--- src/rtl/sdram_arb_pkg.sv ---
// Shared types and defaults for the SDRAM command-port arbiter.
package sdram_arb_pkg;

  localparam int unsigned DEF_NUM_REQ = 3;
  localparam int unsigned DEF_ADDR_W  = 23;
  localparam int unsigned DEF_DATA_W  = 32;
  localparam int unsigned DEF_TIMEOUT = 1023;

  localparam int unsigned REQ_RECORD = 0;
  localparam int unsigned REQ_PLAY   = 1;
  localparam int unsigned REQ_CTRL   = 2;

  typedef enum logic [1:0] {
    IDLE,
    BUSY,
    RELEASE
  } arb_state_t;

  typedef enum logic {
    OP_READ,
    OP_WRITE
  } arb_op_t;

endpackage

--- src/rtl/sdram_arbiter_rr_picker.sv ---
// Combinational round-robin picker: first pending index after last_grant, wrapping.
module rr_picker #(
  parameter int unsigned NUM_REQ = 3,
  parameter int unsigned ID_W    = $clog2(NUM_REQ)
) (
  input  logic [NUM_REQ-1:0] pending,
  input  logic [ID_W-1:0]    last_grant,
  output logic               valid,
  output logic [ID_W-1:0]    winner
);

  always_comb begin : pick
    int unsigned idx;
    logic [ID_W-1:0] sel;
    valid  = 1'b0;
    winner = '0;
    idx    = 0;
    sel    = '0;
    for (int unsigned k = 1; k <= NUM_REQ; k++) begin
      idx = (32'(last_grant) + k) % NUM_REQ;
      sel = ID_W'(idx);
      if (!valid && pending[sel]) begin
        valid  = 1'b1;
        winner = sel;
      end
    end
  end

endmodule

--- src/rtl/sdram_arbiter.sv ---
// Round-robin arbiter sharing one SDRAM command port between the audio cores, with a BUSY watchdog.
module sdram_arbiter
  import sdram_arb_pkg::*;
#(
  parameter int unsigned NUM_REQ = DEF_NUM_REQ,
  parameter int unsigned ADDR_W  = DEF_ADDR_W,
  parameter int unsigned DATA_W  = DEF_DATA_W,
  parameter int unsigned TIMEOUT = DEF_TIMEOUT,
  parameter int unsigned ID_W    = $clog2(NUM_REQ)
) (
  input  logic                       i_clk,
  input  logic                       i_rst_n,
  input  logic [NUM_REQ-1:0]         req_read,
  input  logic [NUM_REQ-1:0]         req_write,
  input  logic [NUM_REQ*ADDR_W-1:0]  req_addr,
  input  logic [NUM_REQ*DATA_W-1:0]  req_writedata,
  output logic [DATA_W-1:0]          req_readdata,
  output logic [NUM_REQ-1:0]         req_finished,
  output logic [NUM_REQ-1:0]         req_error,
  output logic                       sdram_read,
  output logic                       sdram_write,
  output logic [ADDR_W-1:0]          sdram_addr,
  output logic [DATA_W-1:0]          sdram_writedata,
  input  logic [DATA_W-1:0]          sdram_readdata,
  input  logic                       sdram_finished,
  output logic [ID_W-1:0]            grant_id,
  output logic                       busy
);

  localparam int unsigned      TMR_W    = $clog2(TIMEOUT + 1);
  localparam logic [TMR_W-1:0] TMR_MAX  = TMR_W'(TIMEOUT);
  localparam logic [ID_W-1:0]  LAST_RST = ID_W'(NUM_REQ - 1);

  arb_state_t        state_q, state_d;
  logic [ID_W-1:0]   last_q, last_d;
  logic [ID_W-1:0]   gid_q, gid_d;
  arb_op_t           op_q, op_d;
  logic [ADDR_W-1:0] addr_q, addr_d;
  logic [DATA_W-1:0] data_q, data_d;
  logic [TMR_W-1:0]  timer_q, timer_d;

  logic [NUM_REQ-1:0] pending;
  logic               pick_valid;
  logic [ID_W-1:0]    pick_id;
  logic               sel_write;
  logic [ADDR_W-1:0]  sel_addr;
  logic [DATA_W-1:0]  sel_data;
  logic               in_busy;
  logic               timed_out;

  assign pending = req_read | req_write;

  rr_picker #(
    .NUM_REQ (NUM_REQ),
    .ID_W    (ID_W)
  ) u_picker (
    .pending    (pending),
    .last_grant (last_q),
    .valid      (pick_valid),
    .winner     (pick_id)
  );

  always_comb begin
    sel_write = 1'b0;
    sel_addr  = '0;
    sel_data  = '0;
    for (int unsigned i = 0; i < NUM_REQ; i++) begin
      if (pick_id == ID_W'(i)) begin
        sel_write = req_write[i];
        sel_addr  = req_addr[i*ADDR_W +: ADDR_W];
        sel_data  = req_writedata[i*DATA_W +: DATA_W];
      end
    end
  end

  always_ff @(posedge i_clk or negedge i_rst_n) begin
    if (!i_rst_n) begin
      state_q <= IDLE;
      last_q  <= LAST_RST;
      gid_q   <= '0;
      op_q    <= OP_READ;
      addr_q  <= '0;
      data_q  <= '0;
      timer_q <= '0;
    end else begin
      state_q <= state_d;
      last_q  <= last_d;
      gid_q   <= gid_d;
      op_q    <= op_d;
      addr_q  <= addr_d;
      data_q  <= data_d;
      timer_q <= timer_d;
    end
  end

  assign in_busy   = (state_q == BUSY);
  assign timed_out = (timer_q == TMR_MAX);

  always_comb begin
    state_d = state_q;
    last_d  = last_q;
    gid_d   = gid_q;
    op_d    = op_q;
    addr_d  = addr_q;
    data_d  = data_q;
    timer_d = timer_q;
    case (state_q)
      IDLE: begin
        if (pick_valid) begin
          state_d = BUSY;
          last_d  = pick_id;
          gid_d   = pick_id;
          op_d    = sel_write ? OP_WRITE : OP_READ;
          addr_d  = sel_addr;
          data_d  = sel_data;
          timer_d = '0;
        end
      end
      BUSY: begin
        // Finish takes precedence over a coincident timeout.
        if (sdram_finished || timed_out) begin
          state_d = RELEASE;
        end else begin
          timer_d = timer_q + 1'b1;
        end
      end
      RELEASE: state_d = IDLE;
      default: state_d = IDLE;
    endcase
  end

  always_comb begin
    req_finished = '0;
    req_error    = '0;
    for (int unsigned i = 0; i < NUM_REQ; i++) begin
      if (gid_q == ID_W'(i)) begin
        req_finished[i] = in_busy && sdram_finished;
        req_error[i]    = in_busy && !sdram_finished && timed_out;
      end
    end
  end

  assign sdram_read      = in_busy && (op_q == OP_READ);
  assign sdram_write     = in_busy && (op_q == OP_WRITE);
  assign sdram_addr      = in_busy ? addr_q : '0;
  assign sdram_writedata = in_busy ? data_q : '0;
  assign req_readdata    = sdram_readdata;
  assign grant_id        = gid_q;
  assign busy            = (state_q != IDLE);

endmodule

--- config.mk ---
export PLATFORM = sky130hd
export DESIGN_NAME = sdram_arbiter
export DESIGN_NICKNAME = d
export VERILOG_FILES = /design/src/rtl/sdram_arb_pkg.sv /design/src/rtl/sdram_arbiter_rr_picker.sv /design/src/rtl/sdram_arbiter.sv
export SDC_FILE = /design/constraint.sdc
export NUM_CORES = 1
export LEC_CHECK = 0
export ABC_CLOCK_PERIOD_IN_PS = 2300
export CORE_MARGIN = 4
export CORE_UTILIZATION = 34
export CTS_CLUSTER_SIZE = 28
export DETAILED_ROUTE_END_ITERATION = 16
export GPL_ROUTABILITY_DRIVEN = 0
export GPL_TIMING_DRIVEN = 1
export PLACE_DENSITY = 0.79
export SYNTH_ARGS = -nofsm -noshare
export SYNTH_HDL_FRONTEND = slang
export SYNTH_SLANG_ARGS = --single-unit
--- constraint.sdc ---
create_clock -name i_clk -period 2.3 [get_ports i_clk]
set_clock_uncertainty 0.1 [all_clocks]
set_input_delay 0.69 -clock i_clk [delete_from_list [all_inputs] [get_ports i_clk]]
set_output_delay 0.69 -clock i_clk [all_outputs]
set_load 0.005 [all_outputs]
# Word-level counts from Yosys, hierarchy flattened
# Cells that the tools add are included.
# word_totals
word_cells,83
ff_bits,72
in_bits,206
# op_classes
order_cmp,3
muxes,36
n_div,3
n_addsub,4
eq_ne,9
bitwise_logic,2
n_reduce_logical,19
# op_table
op,count
$mux W32,4
$mod A32 B2 Y32 const B,3
$mux W23,4
$mux W10,2
$pmux W10 S2,1
$mux W1,16
$add A10 B1 Y10 const B,1
$eq A10 B10 Y1 const B,1
$mux W2,5
$lt A2 B3 Y1 const B,3
$logic_and A1 B1 Y1,7
$add A2 B2 Y3 const B,2
$bmux W1 S2,3
$eq A2 B1 Y1 const B,3
$logic_not A2 Y1,3
$eq A2 B2 Y1 const B,2
$ne A2 B2 Y1 const B,2
$pmux W2 S2,1
$reduce_and A2 Y1,2
$reduce_bool A2 Y1,2
$add A2 B1 Y3 const B,1
$logic_not A1 Y1,3
$or A3 B3 Y3,1
$reduce_and A3 Y1,1
other kinds (3),3

# Logic depth before layout (Yosys ltp)
# Gate-level depths: netlist (run 1).
# logic_depth
depth_word,16
mapped_depth,10

# Hierarchy
# From an unflattened synthesis (run 1), not the netlist that was laid out.
# hier_totals
cells_unflattened,574
area_unflattened_um2,4715.8
# by_module_without_submodules
mod,n_inst,area_per_inst_um2,cells_per_inst,seq_area_each_um2
sdram_arbiter,1,4584.4,554,1778.0
rr_picker,1,131.4,20,0.0

# Least setup slack after synthesis (run 1)
# OpenSTA, ideal clock, no wires.
# synth_timing
kind,flip-flop to flip-flop
startpoint,reg last_q[0]
endpoint,reg data_q[17]
path_stages_with_launch,11
path_buffers,3
synth_period_minus_slack_ps,2395
setup_time_ps,131
slack_ps,-95
required_time_ps,2069
arrival_ps,2163
path_cell_list,dfrtp_1 -> inv_1 -> ha_1 -> buf_6 -> nor2b_1 -> a311oi_1 -> o32a_1 -> buf_4 -> buf_6 -> mux2i_1 -> o211ai_1
# synth_between
elab_chain_len,15
word_cells_on_any_way,29
# synth_lines
element,line,text
start: declaration,sdram_arbiter.sv:35,"logic [ID_W-1:0] last_q, last_d;"
start signal: assignment,sdram_arbiter.sv:87,last_q <= last_d;
$add A2 B1 Y3,sdram_arbiter_rr_picker.sv:20,idx = (32'(last_grant) + k) % NUM_REQ;
$mod A32 B2 Y32,sdram_arbiter_rr_picker.sv:20,
$bmux W1 S2,sdram_arbiter_rr_picker.sv:22,if (!valid && pending[sel]) begin
$mux W1 (implied by the code),sdram_arbiter_rr_picker.sv:22,
$mux W1,sdram_arbiter_rr_picker.sv:22,
$logic_not A1 Y1,sdram_arbiter_rr_picker.sv:22,
$logic_and A1 B1 Y1,sdram_arbiter_rr_picker.sv:22,
$mux W1,sdram_arbiter_rr_picker.sv:22,
$logic_not A1 Y1,sdram_arbiter_rr_picker.sv:22,
$logic_and A1 B1 Y1,sdram_arbiter_rr_picker.sv:22,
$mux W2,sdram_arbiter_rr_picker.sv:22,
$logic_not A2 Y1,sdram_arbiter.sv:68,if (pick_id == ID_W'(i)) begin
$mux W32 (3 in a row),sdram_arbiter.sv:68,
end signal: assignment,sdram_arbiter.sv:91,data_q <= data_d;
end: declaration,sdram_arbiter.sv:39,"logic [DATA_W-1:0] data_q, data_d;"
# Parallel ways exist; a longest one is shown, timed or not. The select of a mux whose other input is x is not followed.
# A chain may end at the register's enable or synchronous reset.

# Final worst setup path (run 1)
# layout_timing
startpoint,reg last_q[1]
endpoint,reg addr_q[14]
# layout_between
elab_chain_len,15
word_cells_on_any_way,29
# layout_lines
element,line,text
$add A2 B1 Y3,sdram_arbiter_rr_picker.sv:20,
$mod A32 B2 Y32,sdram_arbiter_rr_picker.sv:20,
$bmux W1 S2,sdram_arbiter_rr_picker.sv:22,
$mux W1 (implied by the code),sdram_arbiter_rr_picker.sv:22,
$mux W1,sdram_arbiter_rr_picker.sv:22,
$logic_not A1 Y1,sdram_arbiter_rr_picker.sv:22,
$logic_and A1 B1 Y1,sdram_arbiter_rr_picker.sv:22,
$mux W1,sdram_arbiter_rr_picker.sv:22,
$logic_not A1 Y1,sdram_arbiter_rr_picker.sv:22,
$logic_and A1 B1 Y1,sdram_arbiter_rr_picker.sv:22,
$mux W2,sdram_arbiter_rr_picker.sv:22,
$logic_not A2 Y1,sdram_arbiter.sv:68,
$mux W23 (3 in a row),sdram_arbiter.sv:68,
end signal: assignment,sdram_arbiter.sv:90,addr_q <= addr_d;
end: declaration,sdram_arbiter.sv:38,"logic [ADDR_W-1:0] addr_q, addr_d;"
# Parallel ways exist; a longest one is shown, timed or not. The select of a mux whose other input is x is not followed.

==> flow_summary.ini, run 1 <==
[status]
status = finished with violations
failed_checks = setup timing

[synthesis]
synth_nets = 750
yosys_warnings = 0
async_flop_share = 1.000
synth.distinct_cells = 50
synthesis.area_sq_mm = 0.004793
synth_ff_type = dfrtp_1
synth.avg_cell_area_sq_um = 8.877
synth_edf_count = 0
synth_seq_cells = 71
ys_seq_area_frac = 0.3709
synthCells = 540

[sta]
max_freq_mhz = 399.0
setup_ws_ns = -0.2060
hold_viol = 0
layout_min_cycle_time_ns = 2.506
max_slew_margin = 0.6309
tightest_slew_ns = 0.5536
final.period_utilization = 1.090
setup_viol = 115
slew_viol_final = 0
rsz0062_at_grt = true

[routing]
vias_per_cell = 5.379
drt-initial-drc-count = 286
drcViolationCount = 0
ant_nets = 0
wirelength_mm = 21.87
dr.pass1.iters = 5
vias = 5530
routedWlPerCell_microns = 21.27

[global_routing]
track_usage = 0.2490
antenna_found_initial = 0
grt_max_degree = 40
grt_pass1_wl_mm = 31.27
grt_pass1_vias = 5653
gr-total-overflow = 0

[die]
rows = 43
coreArea_sq_mm = 0.01383
die-area_sq_mm = 0.01606
io_pins = 304
die_x_microns = 126.7
initial_core_util = 0.3467
fp.dieH_microns = 126.7

[power_and_ir_drop]
leakagePower_nw = 4.153
powerDensity_mw_per_mm2 = 1483
ir_worst_vdd_mv = 0.6383

[critical_path]
r2r_slack_ns = -0.21
rr_worst_depth = 11
cp.required_ns = 2.45
cp-start-kind = register
r2r-start = last_q[1]
crit_slowest_cell = dfstp_2
path_common_cell = buf_12
r2r-end = addr_q[14]
crit_arrival_ns = 2.66
max_stage_delay_ns = 0.58
crit_path_max_fanout = 8
path_class = register to register
critical_path.cell_chain = inv_4 -> ha_4 -> buf_8 -> o21ai_4 -> a31oi_4 -> o32a_4 -> buf_12 -> buf_12 -> buf_16 -> mux2i_4 -> o211ai_1
endpoint_kind = register

[clocking]
cts_root_buf = clkbuf_16
clk_path_buf_depth = 2
path_clk_slew_ns = 0.06
holdBufCountCts = 0
insertion_delay_ns = 0.33
cts-htree-levels = 3
cts_sinks = 71
cts_made_buffers = 9
cts_tree = built

[cells_and_area]
diodes = 0
utilization = 0.6948
multiInputGateArea_sq_mm = 0.003299
regArea_sq_mm = 0.001779
fillers = 986
fin_cells = 1028
final_layout_size_suffix_gt1_frac = 0.4021
area_growth_pct = 100.4
nets = 1053

[worst_hold_path]
hp-class = primary input to asynchronous set/reset pin

[place]
port_buffers = 239
dp_cells = 951
place_hpwl_mm = 12.34

[flow_run]
max_cap_viol_count = 0
[final cells by class]
cell class                 count  share of cell area
tap                          180             0.02344
sequential                    71              0.1852
inverter                       8            0.003386
clock buffer                  13             0.02813
timing repair buffer         363              0.4122
clock inverter                 3            0.004168
multi-input combinational    390              0.3434
[power breakdown]
| group | internal, mW | total (mW) | switching [mW] |
|---|---|---|---|
| logic | 5.95 | 10.6 | 4.66 |
| registers | 1.83 | 2.15 | 0.318 |
| clock network | 0.927 | 1.48 | 0.558 |
| total | 8.70 | 14.2 | 5.54 |
[cell usage after synthesis, types with 2 or more instances]
library cell	n	area, sq um
a21oi_1	8	40.04
a31o_2	2	17.52
a31oi_1	2	12.51
and2_1	56	350.3
buf_2	7	35.03
buf_4	41	307.8
buf_6	6	67.56
clkbuf_1	17	63.81
dfrtp_1	70	1752
ha_1	4	50.05
inv_1	8	30.03
mux2i_1	51	510.5
nand2_1	68	255.2
nand3_1	60	300.3
nand4_1	5	31.28
nor2_1	18	67.56
nor2b_1	4	25.02
nor3_1	9	45.04
o211ai_1	51	382.9
o21a_1	2	15.01
o21ai_0	9	45.04
o21ba_2	2	20.02
o32a_1	3	30.03
o41ai_1	4	35.03
or2_2	3	18.77
or3_1	2	12.51
xnor2_1	2	17.52
xor2_1	4	35.03
[cells in the final DEF, fill, tap and decap left out, types with 3 or more instances in the layout]
cell type	netlist	routed
buf_12	0	21
nand2_1	68	64
a21oi_1	8	3
nor2b_4	1	4
clkbuf_16	0	15
o21ai_1	1	3
nor2_1	18	7
buf_6	6	51
buf_8	0	4
o211ai_1	51	51
clkdlybuf4s50_1	0	167
mux2i_4	0	13
nand3_2	0	9
nor2_2	0	8
xor2_1	4	4
buf_16	0	14
nand3_1	60	51
and2_4	0	38
nand4_1	5	5
buf_2	7	25
nor3_1	9	3
ha_4	0	4
o21ai_0	9	4
buf_4	41	67
mux2i_2	0	11
dlygate4sd2_1	0	8
nand2_4	0	4
clkbuf_8	0	3
and2_1	56	18
nor3_2	0	5
or2_2	3	3
dfrtp_1	70	69
mux2i_1	51	27
nor2_4	0	3
a21oi_2	0	3
inv_1	8	6
[worst max-delay path by stage]
| stage | start | endpoint | slack [ns] |
|---|---|---|---|
| 2_1_floorplan | last_q[0] | addr_q[10] | 0.002 |
| 3_3_place_gp | req_write[1] | addr_q[4] | -0.64 |
| 6_report | last_q[1] | addr_q[14] | -0.21 |
| 3_5_place_dp | sdram_finished | req_error[0] | -0.70 |
| 5_1_grt | last_q[1] | addr_q[14] | -0.28 |
| 4_1_cts | last_q[1] | addr_q[16] | -0.15 |
[metal layers]
metal	vias to the layer above	part of all wire	track usage	routed length [microns]
met5	-	0	0	0
met4	0	0.022	0.08707	482
met3	42	0.068	0.05474	1487
met2	258	0.52	0.4343	11300
met1	2723	0.39	0.3026	8604
li1	2507	-	-	-
[per-stage QoR]
step	worst slack [ns]	hold WS (ns)	instance area, sq um	TNS (ns)	total power [mW]
after floorplan	0.001696	0.2944	4877	0	5.878
after global placement	-0.6420	0.3504	7574	-41.45	8.322
after detailed placement	-0.6964	0.3656	7574	-44.18	8.441
after CTS	-0.1522	0.2473	9077	-9.054	13.07
after global routing	-0.2771	0.2669	9607	-17.05	14.96
final	-0.2060	0.2394	9607	-12.46	14.24
[flip-flops by register name, summed over array words and instances (netlist names)]
register  cells
data_q       32
addr_q       23
timer_q      10
last_q        2
state_q       2
grant_id      1
op_q          1
[repair_timing]
action	in CTS	in global routing
setup buffers	30	16
setup endpoints to repair	134	120
gates cloned	15	6
pin swaps	70	25
gates resized for setup	430	84
[logic make-up (layout without fill, tap and decap cells)]
logic type / Yosys count / in the layout / synth area share
mux: 51 / 51 / 0.1065
xor+xnor: 6 / 6 / 0.01096
simple gates: 238 / 238 / 0.2535
flops: 71 / 71 / 0.3709
fa+ha+maj: 4 / 4 / 0.01044
buf+inv: 79 / 387 / 0.1052
compound gates: 91 / 91 / 0.1425
[critical path, delay by kind of cell, from the launching register on]
family,cells,cell delay [ns]
AO/OA/AOI/OAI,4,0.76
adder cells (fa/ha/maj),1,0.16
buffers and inverters,5,0.61
flip-flops,1,0.58
multiplexers,1,0.19
No activity file was read; power rests on OpenSTA's default activity.
==> run 2, diff against run 1 <==
--- a/config.mk
+++ b/config.mk
@@ -13,6 +13,7 @@
 export GPL_ROUTABILITY_DRIVEN = 0
 export GPL_TIMING_DRIVEN = 1
 export PLACE_DENSITY = 0.79
+export SETUP_SLACK_MARGIN = 0.5
 export SYNTH_ARGS = -nofsm -noshare
 export SYNTH_HDL_FRONTEND = slang
 export SYNTH_SLANG_ARGS = --single-unit
==> run 2 against run 1 <==
- sequential power about the same
- highest routed layer unchanged
- maximum frequency up 1.7%
- the run still ends with setup timing left
- wire length down 7.7%
- sequential share of layout area up 0.72 points
- worst setup slack better by 0.041 ns
- hold slack worse by 0.068 ns
- flip-flop and latch count unchanged
- combinational power down 8%
- utilization down 2.5 points
- non-clock buffer count down 13
- via count down 3.8%
- largest cell class unchanged
==> flow_summary.ini, run 2 (synthesis results as in run 1) <==
[status]
status = finished with violations
failed_checks = setup timing

[cells_and_area]
fillers = 1067
utilization = 0.6696
area_growth_pct = 93.16
regArea_sq_mm = 0.001782
regMostFlops = data_q
finish.instance_area_sq_mm = 0.009259
reg_top3 = data_q (32), addr_q (23), timer_q (10)
final_layout_size_suffix_gt1_frac = 0.3768
layout_common_cells = clkdlybuf4s50_1, buf_6, dfrtp_1
multiInputGateArea_sq_mm = 0.003037
nets = 1041
diodes = 0
final_common_cell = clkdlybuf4s50_1
largest_reg_flops = 32

[sta]
tightest_slew_ns = 0.4396
max_freq_mhz = 405.6
final.period_utilization = 1.072
setup_ws_ns = -0.1652
whs_ns = 0.1713
layout_min_cycle_time_ns = 2.465
setup_viol = 107
rsz0062_at_grt = true
slew_viol_final = 0
max_slew_margin = 0.7052
hold_viol = 0

[die]
die_x_microns = 126.7
die-area_sq_mm = 0.01606
rows = 43
io_pins = 304
coreArea_sq_mm = 0.01383
fp.dieH_microns = 126.7
initial_core_util = 0.3467

[flow_run]
max_cap_viol_count = 0

[routing]
drt-initial-drc-count = 248
drcViolationCount = 0
dr.pass1.iters = 5
vias_per_cell = 5.236
routedWlPerCell_microns = 19.86
wirelength_mm = 20.18
ant_nets = 0
vias = 5320

[clocking]
cts-htree-levels = 3
cts_sinks = 71
cts_root_buf = clkbuf_16
cts_tree = built
cts_made_buffers = 9
path_clk_slew_ns = 0.07
clk_path_buf_depth = 2
insertion_delay_ns = 0.34

[power_and_ir_drop]
total_power_mw = 13.40
leakagePower_nw = 4.077
powerDensity_mw_per_mm2 = 1447
ir_worst_vdd_mv = 0.7867

[global_routing]
grt_max_degree = 45
gr-total-overflow = 0
track_usage = 0.2229
grt_pass1_vias = 5364
antenna_found_initial = 0
grt_pass1_wl_mm = 28.45

[critical_path]
cp.required_ns = 1.51
cp-start-kind = register
crit_arrival_ns = 1.68
endpoint_kind = primary output
path_class = register to primary output
r2r_slack_ns = -0.16
crit_path_max_fanout = 7

[place]
place_hpwl_mm = 12.25
placed_area_sq_mm = 0.007611
port_buffers = 239

[worst_hold_path]
hp-class = primary input to asynchronous set/reset pin
[run 2: cell types whose count changed in the layout (fill, tap and decap cells not counted), sizes merged]
cell,change
clkbuf,-2
dlygate4sd2,-2
bufbuf,+1
clkdlybuf4s50,-2
clkdlybuf4s15,+2
buf,-13
clkinv,+2
bufinv,+1
nand2,+1
[run 2: final cells by class]
cell class,instances,area share
sequential,71,0.1924
tap,180,0.02432
clock inverter,6,0.009054
timing repair buffer,350,0.4172
multi-input combinational,391,0.3280
inverter,8,0.003243
clock buffer,10,0.02581
[run 2: where the power goes]
part | switching [mW] | internal, mW
registers | 0.321 | 1.83
clock network | 0.555 | 0.975
logic | 4.21 | 5.51
total | 5.08 | 8.32
[run 2: worst paths after layout]
check | startpoint | end | depth (start not counted)
setup reg to reg | last_q[1] | data_q[17] | 9
hold reg to reg | addr_q[6] | addr_q[6] | 2
hold / removal | i_rst_n | state_q[0] | 1
setup / recovery | state_q[1] | sdram_addr[11] | 7
min in group i_clk | addr_q[6] | addr_q[6] | 2
max in group asynchronous | i_rst_n | addr_q[6] | 2
[run 2: metal layers]
layer,track usage,part of all wire
met3,0.06358,0.085
met1,0.2557,0.37
met4,0.07129,0.019
met2,0.3991,0.52
met5,0,0
[run 2: critical path: stages, from the launching register on]
cell and delay, ns:
dfrtp_2 0.43, nor2b_4 0.15, buf_12 0.12, buf_8 0.11, buf_8 0.13, buf_12 0.13, and2_4 0.16, buf_6 0.09
[run 2: timing repair]
action,in CTS,in global routing
pin swaps,41,38
gates cloned,9,9
setup buffers,26,10
setup endpoints to repair,136,135
hold buffers,0,0
resized for setup,360,114
[run 2: through the flow]
step | setup slack [ns] | std cells | setup TNS [ns]
2_1_floorplan | 0.07894 | 540 | 0
4_1_cts | -0.1304 | 997 | -7.515
5_1_grt | -0.2271 | 1016 | -15.67
3_3_place_gp | -0.6629 | 946 | -36.14
6_report | -0.1652 | 1016 | -8.775
3_5_place_dp | -0.7059 | 946 | -38.91
